[src/rtl/ppm_decoder_multi.sv]
// Parametrised PPM decoder: synchronise and glitch-filter the input, time rising edges in ticks,
// validate each channel and commit complete frames atomically, with loss-of-signal failsafe.
module ppm_decoder_multi #(
  parameter int NUM_CH     = 8,
  parameter int CNT_W      = 16,
  parameter int SYNC_MIN   = 3000,
  parameter int PULSE_MIN  = 800,
  parameter int PULSE_MAX  = 2200,
  parameter int FILT_TICKS = 2,
  parameter int LOST_TICKS = 50000,
  parameter int SEL_W      = 4
) (
  input  logic                    wb_clk_i,
  input  logic                    wb_rst_i,
  input  logic                    tick_i,
  input  logic                    ppm_in,
  input  logic [SEL_W-1:0]        rd_sel,
  output logic [CNT_W-1:0]        rd_dat,
  output logic [NUM_CH*CNT_W-1:0] ch_flat,
  output logic                    frame_stb,
  output logic [7:0]              frame_cnt,
  output logic [7:0]              err_cnt,
  output logic                    lost
);

  localparam int IDX_W = (NUM_CH > 1) ? $clog2(NUM_CH) : 1;
  localparam int TO_W  = $clog2(LOST_TICKS + 1);
  localparam int FC_W  = (FILT_TICKS > 1) ? $clog2(FILT_TICKS) : 1;
  localparam logic [CNT_W-1:0] CNT_MAX = '1;
  localparam logic [TO_W-1:0]  TO_LIM  = TO_W'(LOST_TICKS);

  typedef enum logic [1:0] {S_HUNT, S_RX, S_WAIT} state_t;

  logic                    r_sync1, r_sync2;
  logic                    r_filt, w_filt_nxt;
  logic [FC_W-1:0]         r_fcnt, w_fcnt_nxt;
  logic                    w_edge, w_is_sync, w_valid, w_commit, w_to_fire;
  logic [CNT_W-1:0]        r_ivl;
  logic [TO_W-1:0]         r_to;
  logic [IDX_W-1:0]        r_idx;
  state_t                  r_state;
  logic [CNT_W-1:0]        r_shadow [NUM_CH];
  logic [NUM_CH*CNT_W-1:0] r_ch_flat;
  logic [CNT_W-1:0]        r_rd_dat, w_rd_nxt;
  logic                    r_frame_stb, r_lost;
  logic [7:0]              r_frame_cnt, r_err_cnt;

  always_ff @(posedge wb_clk_i or posedge wb_rst_i) begin
    if (wb_rst_i) begin
      r_sync1 <= 1'b1;
      r_sync2 <= 1'b1;
    end else begin
      r_sync1 <= ppm_in;
      r_sync2 <= r_sync1;
    end
  end

  // Filtered level follows the synchroniser only after FILT_TICKS consecutive disagreeing ticks.
  always_comb begin
    w_filt_nxt = r_filt;
    w_fcnt_nxt = r_fcnt;
    if (FILT_TICKS == 0) begin
      w_filt_nxt = r_sync2;
    end else if (r_sync2 == r_filt) begin
      w_fcnt_nxt = '0;
    end else if (tick_i) begin
      if (r_fcnt == FC_W'(FILT_TICKS - 1)) begin
        w_filt_nxt = r_sync2;
        w_fcnt_nxt = '0;
      end else begin
        w_fcnt_nxt = r_fcnt + 1'b1;
      end
    end
  end

  always_ff @(posedge wb_clk_i or posedge wb_rst_i) begin
    if (wb_rst_i) begin
      r_filt <= 1'b1;
      r_fcnt <= '0;
    end else begin
      r_filt <= w_filt_nxt;
      r_fcnt <= w_fcnt_nxt;
    end
  end

  assign w_edge    = w_filt_nxt & ~r_filt;
  assign w_is_sync = (r_ivl > CNT_W'(SYNC_MIN)) || (r_ivl == CNT_MAX);
  assign w_valid   = (r_ivl >= CNT_W'(PULSE_MIN)) && (r_ivl <= CNT_W'(PULSE_MAX));
  assign w_commit  = w_edge && !w_is_sync && w_valid && (r_state == S_RX) &&
                     (r_idx == IDX_W'(NUM_CH - 1));
  assign w_to_fire = tick_i && (r_to == TO_W'(LOST_TICKS - 1));

  always_ff @(posedge wb_clk_i or posedge wb_rst_i) begin
    if (wb_rst_i) begin
      r_ivl <= '0;
    end else if (w_edge) begin
      r_ivl <= '0;
    end else if (tick_i && (r_ivl != CNT_MAX)) begin
      r_ivl <= r_ivl + 1'b1;
    end
  end

  always_ff @(posedge wb_clk_i or posedge wb_rst_i) begin
    if (wb_rst_i) begin
      r_state     <= S_HUNT;
      r_idx       <= '0;
      r_to        <= '0;
      r_ch_flat   <= '0;
      r_frame_stb <= 1'b0;
      r_frame_cnt <= '0;
      r_err_cnt   <= '0;
      r_lost      <= 1'b1;
      for (int i = 0; i < NUM_CH; i++) r_shadow[i] <= '0;
    end else begin
      r_frame_stb <= 1'b0;
      if (tick_i && (r_to != TO_LIM)) r_to <= r_to + 1'b1;
      if (w_edge) begin
        case (r_state)
          S_HUNT: begin
            if (w_is_sync) begin
              r_state <= S_RX;
              r_idx   <= '0;
            end
          end
          S_RX: begin
            if (w_is_sync) begin
              if ((r_idx != '0) && (r_err_cnt != 8'hFF)) r_err_cnt <= r_err_cnt + 8'd1;
              r_idx <= '0;
            end else if (!w_valid) begin
              if (r_err_cnt != 8'hFF) r_err_cnt <= r_err_cnt + 8'd1;
              r_state <= S_HUNT;
              r_idx   <= '0;
            end else if (w_commit) begin
              // Whole frame lands in one clock so readers never see a mix of two frames.
              for (int i = 0; i < NUM_CH - 1; i++) r_ch_flat[i*CNT_W +: CNT_W] <= r_shadow[i];
              r_ch_flat[(NUM_CH-1)*CNT_W +: CNT_W] <= r_ivl;
              r_frame_stb <= 1'b1;
              r_frame_cnt <= r_frame_cnt + 8'd1;
              r_lost      <= 1'b0;
              r_to        <= '0;
              r_state     <= S_WAIT;
              r_idx       <= '0;
            end else begin
              r_shadow[r_idx] <= r_ivl;
              r_idx           <= r_idx + 1'b1;
            end
          end
          S_WAIT: begin
            if (w_is_sync) begin
              r_state <= S_RX;
              r_idx   <= '0;
            end
          end
          default: begin
            r_state <= S_HUNT;
            r_idx   <= '0;
          end
        endcase
      end
      if (w_to_fire && !w_commit) begin
        r_lost  <= 1'b1;
        r_state <= S_HUNT;
        r_idx   <= '0;
      end
    end
  end

  // Read mux sees the pre-commit bank, so a same-cycle commit shows up one read later.
  always_comb begin
    w_rd_nxt = '0;
    for (int i = 0; i < NUM_CH; i++) begin
      if (rd_sel == SEL_W'(i)) w_rd_nxt = r_ch_flat[i*CNT_W +: CNT_W];
    end
  end

  always_ff @(posedge wb_clk_i or posedge wb_rst_i) begin
    if (wb_rst_i) r_rd_dat <= '0;
    else          r_rd_dat <= w_rd_nxt;
  end

  assign rd_dat    = r_rd_dat;
  assign ch_flat   = r_ch_flat;
  assign frame_stb = r_frame_stb;
  assign frame_cnt = r_frame_cnt;
  assign err_cnt   = r_err_cnt;
  assign lost      = r_lost;

endmodule

[config.mk]
export PLATFORM = sky130hd
export DESIGN_NAME = ppm_decoder_multi
export DESIGN_NICKNAME = d
export VERILOG_FILES = /design/src/rtl/ppm_decoder_multi.sv
export SDC_FILE = /design/constraint.sdc
export NUM_CORES = 1
export LEC_CHECK = 0
export CAP_MARGIN = 20
export CELL_PAD_IN_SITES_DETAIL_PLACEMENT = 1
export CELL_PAD_IN_SITES_GLOBAL_PLACEMENT = 2
export CORE_ASPECT_RATIO = 0.9
export CORE_MARGIN = 2
export CORE_UTILIZATION = 41
export DETAILED_ROUTE_END_ITERATION = 16
export GPL_TIMING_DRIVEN = 0
export PLACE_DENSITY_LB_ADDON = 0.15
export SKIP_LAST_GASP = 1
export SLEW_MARGIN = 20
export SYNTH_ARGS = -nofsm -noshare
export SYNTH_HDL_FRONTEND = slang
export SYNTH_SLANG_ARGS = --single-unit
[constraint.sdc]
create_clock -name wb_clk_i -period 16 [get_ports wb_clk_i]
set_clock_uncertainty 0.05 [all_clocks]
set_input_delay 3.2 -clock wb_clk_i [delete_from_list [all_inputs] [get_ports wb_clk_i]]
set_output_delay 3.2 -clock wb_clk_i [all_outputs]
set_load 0.01 [all_outputs]
Yosys cells after proc, flatten, opt, wreduce, memory -nomap -nowiden
Cells that the tools add are included.

Register bits: 331. Bits in latches: 0. RAM bits: 0. ROM bits: 0. Bits of input ports: 8. Output and inout bits: 162. Logic and storage cells: 145. Memories kept: 0.

$add $sub $neg: 6. $mul: 0. Div/mod/pow operators: 0. Order comparisons: 5. Eq/ne operators: 22. Shifts and indexed selects: 0. Multiplexer cells: 54. Bitwise logic cells: 5. Reduce and logical (&&, ||, !) cells: 31.

Operator list (number): 2-to-1 mux 16 bit (17); bitwise mux 128 bit (1); demux 16 bit (select 3 bit) (1); adder 16 x 1 -> 16 bit (second input constant) (2); == test 16 bit (second input constant) (2); 2-to-1 mux 8 bit (4); inequality test 16 bit (second input constant) (2); AND reduction 5 bit (4); 2-to-1 mux 3 bit (6); 2-to-1 mux 1 bit (17); adder 8 x 1 -> 8 bit (second input constant) (2); == test 4 x 3 -> 1 bit (second input constant) (4); greater-or-equal comparator 16 x 10 -> 1 bit (second input constant) (1); > comparator 16 x 12 -> 1 bit (second input constant) (1); <= comparator 16 x 12 -> 1 bit (second input constant) (1); nonzero test 2 bit (7); 2-to-1 mux 2 bit (6); logical AND 1 bit (11); == test 4 x 2 -> 1 bit (second input constant) (2); inequality test 8 bit (second input constant) (1); one-hot mux 3 bit (2 select lines) (1); == test 4 x 1 -> 1 bit (second input constant) (1); greater-or-equal comparator 4 bit (second input constant) (1); logical NOT 4 bit (1); other kinds (23) (27).

Longest topological paths before layout
Depth in word-level cells: 14. Mapped depth: 10. Gate-level depth less buffers: 7.

Worst setup path before layout
OpenSTA, ideal clock, no wires.

Path type: in2reg. From: in tick_i. To: reg r_shadow[100] (netlist name). Setup time: 0.128 ns. Data arrival time: 5.190 ns. Required time: 15.822 ns. Slack: 10.632 ns. Stages on the path: 8. Path buffers: 3. Cell sequence: and4b_1 -> clkbuf_1 -> nand2_1 -> or3_1 -> buf_2 -> nor4_4 -> buf_6 -> mux2_1.

Word-level cells in the longest chain between the ends: 9.

Ends and longest elaborated chain: start: declaration (line 15) `input logic tick_i,`; 2-to-1 mux 1 bit * (line 66) `end else if (tick_i) begin`; 2-to-1 mux 1 bit * (line 64) `end else if (r_sync2 == r_filt) begin`; bitwise AND 1 bit * (line 86) `assign w_edge = w_filt_nxt & ~r_filt;`; logical AND 1 bit (4 in a row) (line 89) `assign w_commit = w_edge && !w_is_sync && w_valid && (r_state == S_RX) &&`; inverter 1 bit (no source line); AND reduction 5 bit (no source line) *; end signal: indexed assignment (line 144) `r_shadow[r_idx] <= r_ivl;`; end: declaration (line 42) `logic [CNT_W-1:0] r_shadow [NUM_CH];`.

Every way passes the cells marked *; elsewhere a longest branch is shown, timed or not. A chain may end at the register's enable or synchronous reset.

Final worst setup path
From: in tick_i. To: reg r_ch_flat[65], in the netlist ch_flat[65].

Word-level cells in the longest chain between the ends: 8.

Ends and longest elaborated chain: 2-to-1 mux 1 bit * (line 66); 2-to-1 mux 1 bit * (line 64); bitwise AND 1 bit * (line 86); logical AND 1 bit (4 in a row) (line 89); AND reduction 5 bit (no source line) *; end signal: indexed assignment (line 136) `r_ch_flat[(NUM_CH-1)*CNT_W +: CNT_W] <= r_ivl;`; end: declaration (line 43) `logic [NUM_CH*CNT_W-1:0] r_ch_flat;`.

Marked as above.

==> metrics.yaml <==
status: "completed"
firstDrtPassIters: 6
die_area_um2: 33900
hold_path_startpoint: "r_sync1$_DFF_PP1_"
numCtsBuffers: 35
num_rows: 62
via_per_inst: 5.52
grt_pass1_vias: 9735
max-vdd-ir-drop_mv: 0.0686
hold_path_end: "r_sync2$_DFF_PP1_"
hold_viol: 0
gp_congestion: 0.813
drive_above_1_share: 0.246
antenna_cells: 0
synth_top_cell_by_area: "dfrtp_1"
drt_iter0_markers: 673
worst-endpoint-required_ns: 16.34
htreeDepth: 2
hpwl_um: 28000
postLayoutCellArea_um2: 16700
ys_types: 64
worst_r2r_endpoint: "ch_flat[65]$_DFFE_PP0P_"
avgSynthCellArea_um2: 13.2
crit_arrival_ns: 6.53
pre_cts_ws_ns: 9.35
rrSetupSlack_ns: 12.61
ant_nets: 0
num_vias: 9115
place_area_um2: 15600
cts_hold_buffers: 0
crit_type: "in2reg"
drt-total-wl_um: 40300
numClockSinks: 315
yosysTopAreaCellShare: 0.584
drc: 0
power.total_w: 0.00174
grt_use_total: 0.240
relSlewSlack: 0.359
hold_path_class: "reg2reg"
syn-instance-count: 1006
syn_nets: 1023
maxCapViolations: 0
rsz0062_at_grt: "no"
period_share: 0.387
grt_max_degree: 104
ys_ff_latch: 315
syn_area_um2: 13300
finalSetupTns_ns: 0
r2r_start: "r_sync2$_DFF_PP1_"
tightest_slew_ns: 0.962
tritoncts: "done"
initial_core_util: 0.417
startpoint: "tick_i"
syn_to_final_growth_pct: 25.5
fin_nets: 1233
yosysWarnings: 0
ys_async_sr_fraction: 1.00
cts_root_buffer: "clkbuf_16"
clk_pin_slew_worst_paths_ns: 0.06
grt_first_pass_wirelength_um: 62000
layout_min_cycle_time_ns: 6.19
placedCellCount: 1595
post_cts_buffers: 0
cts-resized-gates: 0
cp-end-kind: "flip-flop"
grt_overflow: 0
seq_area_frac_synth: 0.592
ios: 170
cp-start-kind: "input pin"
coreArea_um2: 32000
powerDensity_nw_per_um2: 104
wl_per_cell_um: 24.4
clock_path_buffers: 3
synth_edf_count: 0
worst_slack_ns: 9.81
r2r_cells: 9
die_w_um: 194
final_max_slew_viol_count: 0
ys.flop_type: "dfrtp_1"
portBuffers: 168
setup_viol: 0
antenna_found_initial: 0
die_h_um: 175
finalNonFillerCells: 1651
clock_latency_ns: 0.52
holdPathStages: 0
synth.area.top_cells: "dfrtp_1, mux2_2, xor2_1"
p_leak_nw: 7.83
cp_max_fo: 10
fmax_mhz: 162
metrics by stage:
stage | hold WS (ns) | utilization
after floorplan | 0.295 | -
after global placement | 0.296 | 0.486
after detailed placement | 0.298 | 0.490
after CTS | 0.307 | 0.523
after global routing | 0.311 | 0.523
final | 0.304 | 0.523
layout make-up:
cell class	count	area (um2)
clock buffer	45	973
timing repair buffer	173	1780
clock inverter	11	90.1
multi-input combinational	615	5120
buffer	61	273
tap	416	520
fill	3246	15200
inverter	15	63.8
sequential	315	7890
cell families (layout without fill, tap and decap cells):
group                      after synthesis  after routing  synth area share
DFF                                    315            315             0.592
buffers and inverters                   76            305            0.0247
AOI/OAI and AO/OA                      111            111            0.0603
and+or+nand+nor                        224            224            0.0920
adders and majority gates                9              9           0.00846
muxes                                  231            231             0.196
xor gates and xnor gates                40             40            0.0263
layer usage:
metal	global-route usage	wire, um
met1	0.360	19700
met2	0.368	18100
met3	0.0388	1850
met4	0.0486	678
met5	0	0
worst max-delay path by stage:
stage	endpoint	slack [ns]	depth (start not counted)
2_1_floorplan	ch_flat[0]$_DFFE_PP0P_	4.04	1
3_3_place_gp	ch_flat[125]$_DFFE_PP0P_	-0.05	2
3_5_place_dp	r_shadow[83]$_DFFE_PP0P_	9.35	9
4_1_cts	r_shadow[20]$_DFFE_PP0P_	9.86	9
5_1_grt	r_to[11]$_DFF_PP0_	9.58	11
6_report	ch_flat[65]$_DFFE_PP0P_	9.81	10
sequential cells by signal, summed over array words and instances, names as in the netlist:
signal	flops
frame_stb	1
r_idx	3
r_ivl	16
r_sync1	1
rd_dat	16
lost	1
r_state	2
err_cnt	8
ch_flat	128
r_filt	1
r_fcnt	1
r_sync2	1
r_shadow	112
frame_cnt	8
r_to	16
power breakdown:
part           internal, W  switching, W
registers         0.000816     0.0000229
clock network     0.000444      0.000324
logic            0.0000380     0.0000918
total              0.00130      0.000438
synthesized netlist by cell type (2+ instances only):
master     number
or4_1           3
nor4_1          6
nand3_1        23
nor4_4          2
mux2_2        206
mux4_2          2
nand2_1        39
xor2_1         23
and2_1         14
o21ai_0        15
nand4b_1        2
buf_6           2
inv_1          14
dfrtp_1       311
o211ai_1        7
a2111oi_0       2
o221ai_1        6
buf_4           2
nor3b_1         2
buf_2          17
dfstp_2         4
nand4_1        17
clkbuf_1       36
nor2b_1        31
a22o_1          7
xnor2_1        17
buf_1           4
o2111ai_1       3
nor3_4          2
mux2_1         12
and3_1          6
ha_1            9
a211oi_1        9
and4_1          4
a31o_2          2
a21oi_1        21
o311ai_0        2
nor2_1         50
or3_1           3
a222oi_1       14
a32o_1          2
nor3_1         12
a31oi_1        10
mux2i_1        11
placed cells by master (no fill, tap or decap), types with 5 or more instances in the layout:
master           count
a21oi_1             21
clkbuf_16           35
clkinv_2             8
xnor2_1             17
xor2_1              23
nand2_1             39
nor2b_1             31
mux2_2             206
a222oi_1            14
and2_1              14
buf_2               18
a22o_1               7
nor2_1              50
o221ai_1             6
o211ai_1             7
and3_1               6
a211oi_1             9
clkbuf_8             6
nand4_1             17
inv_1               13
mux2i_1             11
a31oi_1             10
mux2_1              12
o21ai_0             15
nor3_1              11
nor4_1               5
nand3_1             23
clkdlybuf4s50_1    168
clkbuf_1            40
dfrtp_1            311
ha_1                 9
worst max-delay path: stages:
cell and delay [ns]:
clkdlybuf4s50_1 0.63, and4b_1 0.23, clkbuf_1 0.42, nand2_1 0.21
nor3_2 0.38, nand2_1 0.19, clkinv_1 0.20, buf_2 0.25
buf_2 0.42, mux2_2 0.39
No activity file was read; power rests on OpenSTA's default activity.
